--- src/rtl/vga_timing_gen.sv ---
// vga_timing_gen: runtime-configurable VGA timing generator with double-buffered mode updates
module vga_timing_gen #(
  parameter int H_SIZE   = 11,
  parameter int V_SIZE   = 10,
  parameter int CLK_DIV  = 1,
  parameter int H_ACTIVE = 640,
  parameter int H_FP     = 16,
  parameter int H_SYNC   = 96,
  parameter int H_BP     = 48,
  parameter int V_ACTIVE = 480,
  parameter int V_FP     = 10,
  parameter int V_SYNC   = 2,
  parameter int V_BP     = 33,
  parameter int HS_POL   = 0,
  parameter int VS_POL   = 0
) (
  input  logic              clk,
  input  logic              rst,
  input  logic              clear,
  input  logic [H_SIZE-1:0] cfg_h_active,
  input  logic [H_SIZE-1:0] cfg_h_fp,
  input  logic [H_SIZE-1:0] cfg_h_sync,
  input  logic [H_SIZE-1:0] cfg_h_bp,
  input  logic [V_SIZE-1:0] cfg_v_active,
  input  logic [V_SIZE-1:0] cfg_v_fp,
  input  logic [V_SIZE-1:0] cfg_v_sync,
  input  logic [V_SIZE-1:0] cfg_v_bp,
  input  logic              cfg_hs_pol,
  input  logic              cfg_vs_pol,
  input  logic              cfg_update,
  output logic              cfg_pending,
  output logic              cfg_done,
  output logic              pix_tick,
  output logic [H_SIZE-1:0] hcount,
  output logic [V_SIZE-1:0] vcount,
  output logic              hsync,
  output logic              vsync,
  output logic              video_on,
  output logic              line_start,
  output logic              frame_start,
  output logic              frame_end
);
  typedef struct packed {
    logic [H_SIZE-1:0] h_active;
    logic [H_SIZE-1:0] h_fp;
    logic [H_SIZE-1:0] h_sync;
    logic [H_SIZE-1:0] h_bp;
    logic [V_SIZE-1:0] v_active;
    logic [V_SIZE-1:0] v_fp;
    logic [V_SIZE-1:0] v_sync;
    logic [V_SIZE-1:0] v_bp;
    logic              hs_pol;
    logic              vs_pol;
  } cfg_t;

  localparam cfg_t DEF = '{H_SIZE'(H_ACTIVE), H_SIZE'(H_FP), H_SIZE'(H_SYNC), H_SIZE'(H_BP),
                           V_SIZE'(V_ACTIVE), V_SIZE'(V_FP), V_SIZE'(V_SYNC), V_SIZE'(V_BP),
                           1'(HS_POL), 1'(VS_POL)};
  localparam logic [3:0] DIV_MAX = 4'(CLK_DIV - 1);
  localparam logic [H_SIZE+1:0] H_ONE = 1;
  localparam logic [V_SIZE+1:0] V_ONE = 1;

  cfg_t act, pend, cfg_in;
  logic [3:0] div_cnt;
  logic [H_SIZE+1:0] h_ext, h_total, hs_start, hs_end;
  logic [V_SIZE+1:0] v_ext, v_total, vs_start, vs_end;
  logic h_last, v_last, apply;

  assign cfg_in = {cfg_h_active, cfg_h_fp, cfg_h_sync, cfg_h_bp,
                   cfg_v_active, cfg_v_fp, cfg_v_sync, cfg_v_bp, cfg_hs_pol, cfg_vs_pol};

  // Timing decode: totals and sync windows are widened by two bits so the sums never wrap
  always_comb begin
    h_ext       = {2'b0, hcount};
    v_ext       = {2'b0, vcount};
    h_total     = {2'b0, act.h_active} + {2'b0, act.h_fp} + {2'b0, act.h_sync} + {2'b0, act.h_bp};
    v_total     = {2'b0, act.v_active} + {2'b0, act.v_fp} + {2'b0, act.v_sync} + {2'b0, act.v_bp};
    hs_start    = {2'b0, act.h_active} + {2'b0, act.h_fp};
    vs_start    = {2'b0, act.v_active} + {2'b0, act.v_fp};
    hs_end      = hs_start + {2'b0, act.h_sync};
    vs_end      = vs_start + {2'b0, act.v_sync};
    h_last      = h_ext + H_ONE == h_total;
    v_last      = v_ext + V_ONE == v_total;
    pix_tick    = !rst && div_cnt == DIV_MAX;
    hsync       = rst ? ~DEF.hs_pol : (h_ext >= hs_start && h_ext < hs_end) ? act.hs_pol : ~act.hs_pol;
    vsync       = rst ? ~DEF.vs_pol : (v_ext >= vs_start && v_ext < vs_end) ? act.vs_pol : ~act.vs_pol;
    video_on    = hcount < act.h_active && vcount < act.v_active;
    line_start  = pix_tick && hcount == '0;
    frame_start = line_start && vcount == '0;
    frame_end   = pix_tick && h_last && v_last;
    apply       = clear ? (cfg_pending | cfg_update) : (frame_end & cfg_pending);
  end

  // Divider, counters and the active/pending config registers
  always_ff @(posedge clk) begin
    if (rst) begin
      act         <= DEF;
      pend        <= '0;
      cfg_pending <= 1'b0;
      cfg_done    <= 1'b0;
      div_cnt     <= '0;
      hcount      <= '0;
      vcount      <= '0;
    end else begin
      cfg_done    <= apply;
      cfg_pending <= cfg_update ? !clear : cfg_pending & !apply;
      if (cfg_update) pend <= cfg_in;
      if (apply) act <= (clear & cfg_update) ? cfg_in : pend;
      div_cnt     <= (clear | pix_tick) ? '0 : div_cnt + 4'd1;
      hcount      <= clear ? '0 : pix_tick ? (h_last ? '0 : hcount + 1'b1) : hcount;
      vcount      <= clear ? '0 : (pix_tick & h_last) ? (v_last ? '0 : vcount + 1'b1) : vcount;
    end
  end
endmodule

--- config.mk ---
export PLATFORM = sky130hd
export DESIGN_NAME = vga_timing_gen
export DESIGN_NICKNAME = d
export VERILOG_FILES = /design/src/rtl/vga_timing_gen.sv
export SDC_FILE = /design/constraint.sdc
export NUM_CORES = 1
export LEC_CHECK = 0
export ABC_AREA = 1
export BUFFER_PORTS_ARGS = -buffer_cell sky130_fd_sc_hd__buf_2
export CORE_UTILIZATION = 40
export CTS_BUF_LIST = sky130_fd_sc_hd__clkbuf_4 sky130_fd_sc_hd__clkbuf_8 sky130_fd_sc_hd__clkbuf_16
export DETAILED_ROUTE_END_ITERATION = 8
export PLACE_DENSITY = 0.63
export SETUP_SLACK_MARGIN = 0.15
export SYNTH_ARGS = -nofsm -noshare
export SYNTH_HDL_FRONTEND = slang
export SYNTH_SLANG_ARGS = --single-unit
--- constraint.sdc ---
create_clock -name clk -period 6.1 [get_ports clk]
set_input_delay 0.61 -clock clk [delete_from_list [all_inputs] [get_ports clk]]
set_output_delay 0.61 -clock clk [all_outputs]
set_load 0.02 [all_outputs]
* Word level (Yosys, flattened, before mapping)
Index checks and enable logic that the tools add are counted.
Widths: inputs -> output; s select.
** Storage, ports and cells
- Bits of input ports :: 90
- Register bits after elaboration :: 199
- Output and inout port bits :: 30
- Word-level logic and storage cells :: 77
** Cells by class
- Eq/ne operators :: 2
- $add $sub $neg :: 11
- Muxes and demuxes :: 9
- Order comparisons :: 6
- Bitwise logic cells :: 8
- Reductions and logical operators :: 16
** Operator list (count)
- $mux 86 :: 1
- $add 12x11->13 :: 1
- $add 13x11->13 :: 1
- $eq 12x13->1 :: 1
- $lt 11x13->1 :: 1
- $add 11x1->12 const B :: 1
- $add 11x10->12 :: 1
- $add 11x11->12 :: 1
- $add 12x10->12 :: 1
- $eq 11x12->1 :: 1
- $ge 11x12->1 :: 1
- $lt 10x12->1 :: 1
- $add 10x1->11 const B :: 1
- $add 10x10->11 :: 1
- $add 11x1->11 const B :: 1
- $ge 10x11->1 :: 1
- $logic_not 11->1 :: 1
- $lt 11x11->1 :: 1
- $mux 11 :: 1
- $add 10x1->10 const B :: 1
- $logic_not 10->1 :: 1
- $lt 10x10->1 :: 1
- $mux 10 :: 1
- $logic_and 1x1->1 :: 8
- 8 further kinds :: 21

* Longest topological paths before layout
- Depth after elaboration :: 11
- Mapped depth :: 36
- Depth with buffers taken out :: 34

* Worst setup path after synthesis
No wires, ideal clock.
- Kind :: register -> output
- Start :: register act[75] (netlist bit)
- End :: output port frame_end
- Slack :: 1283 ps
- Required time :: 5490 ps
- Path buffers :: 0
- Stages on the path, launching flop included :: 31
- Data arrival time :: 4207 ps
- Cell sequence :: dfxtp_1 > ha_1 > inv_1 > fa_1 > nor2_1 > a211oi_1 > o21ai_0 > a21oi_1 > o21bai_1 > xor2_1 > inv_1 > ha_1 > nand2_1 > inv_1 > a21oi_1 > nand3_1 > or2_2 > nand2_1 > inv_1 > ha_1 > nand2_1 > o21a_1 > nand2_1 > inv_1 > nand3_1 > nand3_1 > nand2_1 > nand3_1 > nor2_2 > nand3_2 > inv_1
** On the way
- Cells in the longest elaborated chain, start to end :: 6
** Ends and longest elaborated chain
- start, declared :: RTL line 63 : cfg_t act, pend, cfg_in;
- start signal, assigned :: RTL line 108 : if (apply) act <= (clear & cfg_update) ? cfg_in : pend;
- $add 11x11->12 :: RTL line 76 : h_total = {2'b0, act.h_active} + {2'b0, act.h_fp} + {2'b0, act.h_sync} + {2'b0, act.h_bp};
- $add 12x11->13 :: RTL line 76
- $add 13x11->13 :: RTL line 76
- $eq 12x13->1 :: RTL line 82 : h_last = h_ext + H_ONE == h_total;
- $logic_and 1x1->1 (2 in a row) :: RTL line 90 : frame_end = pix_tick && h_last && v_last;
- end, declared :: RTL line 41 : output logic frame_end
No other way between the ends.

* Final worst setup path
- Start :: register act[22] (netlist bit)
- End :: output port frame_end
** On the way
- Cells in the longest elaborated chain, start to end :: 5
** Ends and longest elaborated chain
- $add 10x10->11 :: RTL line 77 : v_total = {2'b0, act.v_active} + {2'b0, act.v_fp} + {2'b0, act.v_sync} + {2'b0, act.v_bp};
- $add 11x10->12 :: RTL line 77
- $add 12x10->12 :: RTL line 77
- $eq 11x12->1 :: RTL line 83 : v_last = v_ext + V_ONE == v_total;
- $logic_and 1x1->1 :: RTL line 90
No other way between the ends.

==> results_dict.tcl <==
set metrics [dict create \
    status "finished clean" \
    worstPathRequired_ns 5.49 \
    slew_headroom_pct 30.6 \
    hold_path_end "pend[61]$_SDFFE_PP0P_" \
    place_congestion 0.880 \
    via_per_inst 5.15 \
    fillerInstances 3540 \
    power.share.clock_pct 29.0 \
    grt_setup_unrepaired "no" \
    max-cap-violations 0 \
    dp_hpwl_mm 27.5 \
    core-area_mm2 0.0339 \
    cts-root-buf "clkbuf_16" \
    area_growth_pct 10.5 \
    cts_htree_levels 4 \
    cp.arrival_ns 4.90 \
    cts_buffers 17 \
    synth.ff_latch_count 199 \
    worst_slew_pin_slew_ns 1.04 \
    regToRegStartpoint "act[22]$_SDFFE_PP0P_" \
    track_usage_pct 21.3 \
    finalSetupViolations 0 \
    critical_path_buf_inv_count 6 \
    hold_depth 3 \
    ant_nets 0 \
    crit_path_end_kind "primary output" \
    grt_max_degree 118 \
    p_int_mw 2.49 \
    grt-ovfl-total 0 \
    nets 2300 \
    yosysSeqAreaShare_pct 28.7 \
    hold_viol 0 \
    rows 67 \
    wire_per_inst_um 14.7 \
    layout_common_cells "nand2_1 (383), nor2_1 (299), inv_1 (209)" \
    ys_top_cells_by_area "dfxtp_1 (29%), ha_1 (12%), nand2_1 (10%)" \
    r2r_slack_ns 0.83 \
    slowest_stage "fa_1" \
    layout-drive-gt1-share_pct 10.4 \
    synth_cell_types 44 \
    hold_class "input port to flip-flop" \
    cpLargestDelayFamily "adder cells" \
    synth_top_area_share_pct 28.7 \
    dieArea_mm2 0.0355 \
    fin_total_pwr_mw 4.06 \
    reg2reg_to "act[76]$_SDFFE_PP0P_" \
    start_util_pct 41.0 \
    remaining_drc_errors 0 \
    clock.fmax_mhz 181 \
    io_buffer_count 119 \
    r2r_cells 31 \
    clk_latency_ns 0.47 \
    swShare_pct 38.6 \
    grt_pass1_wl_mm 61.0 \
    synth_top_area_cell "dfxtp_1" \
    skew_ns 0.0162 \
    pre_cts_ws_ns 0.655 \
    path_max_fanout 4 \
    antenna_cells 0 \
    slew_violations 0 \
    syn_area_mm2 0.0139 \
    stdcell_count 2537 \
    die_y_um 188 \
    hold_start "cfg_h_sync[8]" \
    tns_ns 0 \
    numClockSinks 199 \
    ys.warnings.count 0 \
    min_period_ns 5.51 \
    p_leak_nw 7.88 \
    place_inst 2501 \
    grt_pass1_vias 12100 \
    seqPwrFrac_pct 35.4 \
    drtPass1Iterations 6 \
    power_frac_comb_pct 35.6 \
    syn_nets 2243 \
    final_common_cell "nand2_1" \
    drt_iter0_drc 850 \
    max-vdd-ir-drop_mv 0.198 \
    worst_hold_slack_ns 0.373 \
    criticalPathCategory "flip-flop to primary output" \
    cp_slowest_stage_delay_ns 0.45 \
    worst_slack_ns 0.585 \
    num_vias 13100 \
    clock_path_buffers 2 \
    wirelength_mm 37.4 \
    syn_area_per_cell_um2 6.88 \
    post-route-period-util_pct 90.4 \
    p_switching_mw 1.57 \
    cts_tree "done" \
    die_w_um 188 \
    synthCells 2019 \
    start_kind "flip-flop" \
    ioPinCount 120 \
    grt_antenna_before_repair 0 \
    p_per_area_mw_per_mm2 264 \
    clk_pin_slew_ns 0.09 \
]
==> power by group through the flow <==
stage | combinational (mW) | sequential (mW) | clock, mW
3_3_place_gp | 1.40 | 1.46 | 0
2_1_floorplan | 1.14 | 1.44 | 0
6_report | 1.45 | 1.44 | 1.18
5_1_grt | 1.69 | 1.45 | 1.25
4_1_cts | 1.43 | 1.43 | 1.20
3_5_place_dp | 1.42 | 1.46 | 0
==> Yosys cell counts <==
library cell,number
xnor2_1,16
nand2_2,5
dfxtp_1,199
nor2_1,299
fa_1,6
or2_2,4
o221ai_1,1
buf_6,15
nand3b_1,5
o21a_1,2
o211ai_1,6
inv_1,210
a21boi_0,4
a21oi_1,159
xor2_1,30
o21ai_0,103
o21bai_1,13
nand3_2,3
buf_1,17
xor2_2,1
nor3_1,4
clkbuf_1,48
a211oi_1,3
nand2_1,386
nor2_4,2
or2_1,2
mux2_2,16
o311ai_0,1
mux2i_1,70
nand3_1,200
nor4_1,2
nor4b_1,1
o21ai_1,1
inv_2,2
a21o_1,9
clkinv_1,1
buf_4,4
buf_2,9
a31o_2,2
ha_1,128
o22ai_1,1
nor2_2,7
a31oi_1,1
nand4_1,21
==> worst min-delay path, stage by stage <==
cell	delay, ns
buf_2	0.08
nor2_1	0.04
nor2_1	0.08
==> worst max-delay path by stage <==
stage	end	cells after the start	from
after floorplan	frame_end	30	act[75]$_SDFFE_PP0P_
after global placement	act[61]$_SDFFE_PP0P_	34	act[75]$_SDFFE_PP0P_
after detailed placement	act[61]$_SDFFE_PP0P_	34	act[75]$_SDFFE_PP0P_
after CTS	frame_end	31	act[75]$_SDFFE_PP0P_
after global routing	frame_end	27	act[22]$_SDFFE_PP0P_
final	frame_end	27	act[22]$_SDFFE_PP0P_
==> layout make-up <==
type	count	area, um2	share of cell area, %
Sequential cell	199	3990	26.0
Inverter	213	802	5.23
Multi-Input combinational cell	1514	8670	56.5
Clock buffer	17	425	2.77
Timing Repair Buffer	131	726	4.73
Tap cell	448	561	3.65
Clock inverter	15	178	1.16
==> state kept, by name, summed over array words and instances (netlist names) <==
signal / cells
act: 86
cfg_done: 1
cfg_pending: 1
div_cnt: 4
hcount: 11
pend: 86
vcount: 10
==> routing by layer <==
| metal | up-vias | wire (um) | track usage [%] |
|---|---|---|---|
| met4 | 0 | 488 | 5.12 |
| li1 | 6734 | - | - |
| met2 | 269 | 15800 | 32.0 |
| met5 | - | 0 | 0 |
| met1 | 6034 | 19500 | 31.6 |
| met3 | 30 | 1550 | 2.98 |
==> per-stage QoR <==
stage          utilization, %  cell area (um2)
2_1_floorplan               -            13900
4_1_cts                  45.1            15300
6_report                 45.3            15300
5_1_grt                  45.3            15300
3_3_place_gp             43.3            14700
3_5_place_dp             43.3            14700
==> what timing repair did <==
action | CTS | global route
endpoints found under the hold margin | 0 | 0
setup endpoints to repair | 0 | 80
setup buffers | 0 | 4
hold buffers | 0 | 0
gates resized for setup | 0 | 13
==> cell families (layout without fill, tap and decap cells) <==
logic type,count (synthesis),count (layout),share of synthesized area (%)
AO/OA/AOI/OAI,306,306,11.8
XOR/XNOR,47,47,3.02
adder cells (fa/ha/maj),134,134,12.4
buffers and inverters,306,376,9.27
flip-flops,199,199,28.7
multiplexers,86,86,6.35
AND/OR/NAND/NOR,941,941,28.4
Power figures use the tool's default switching activity.
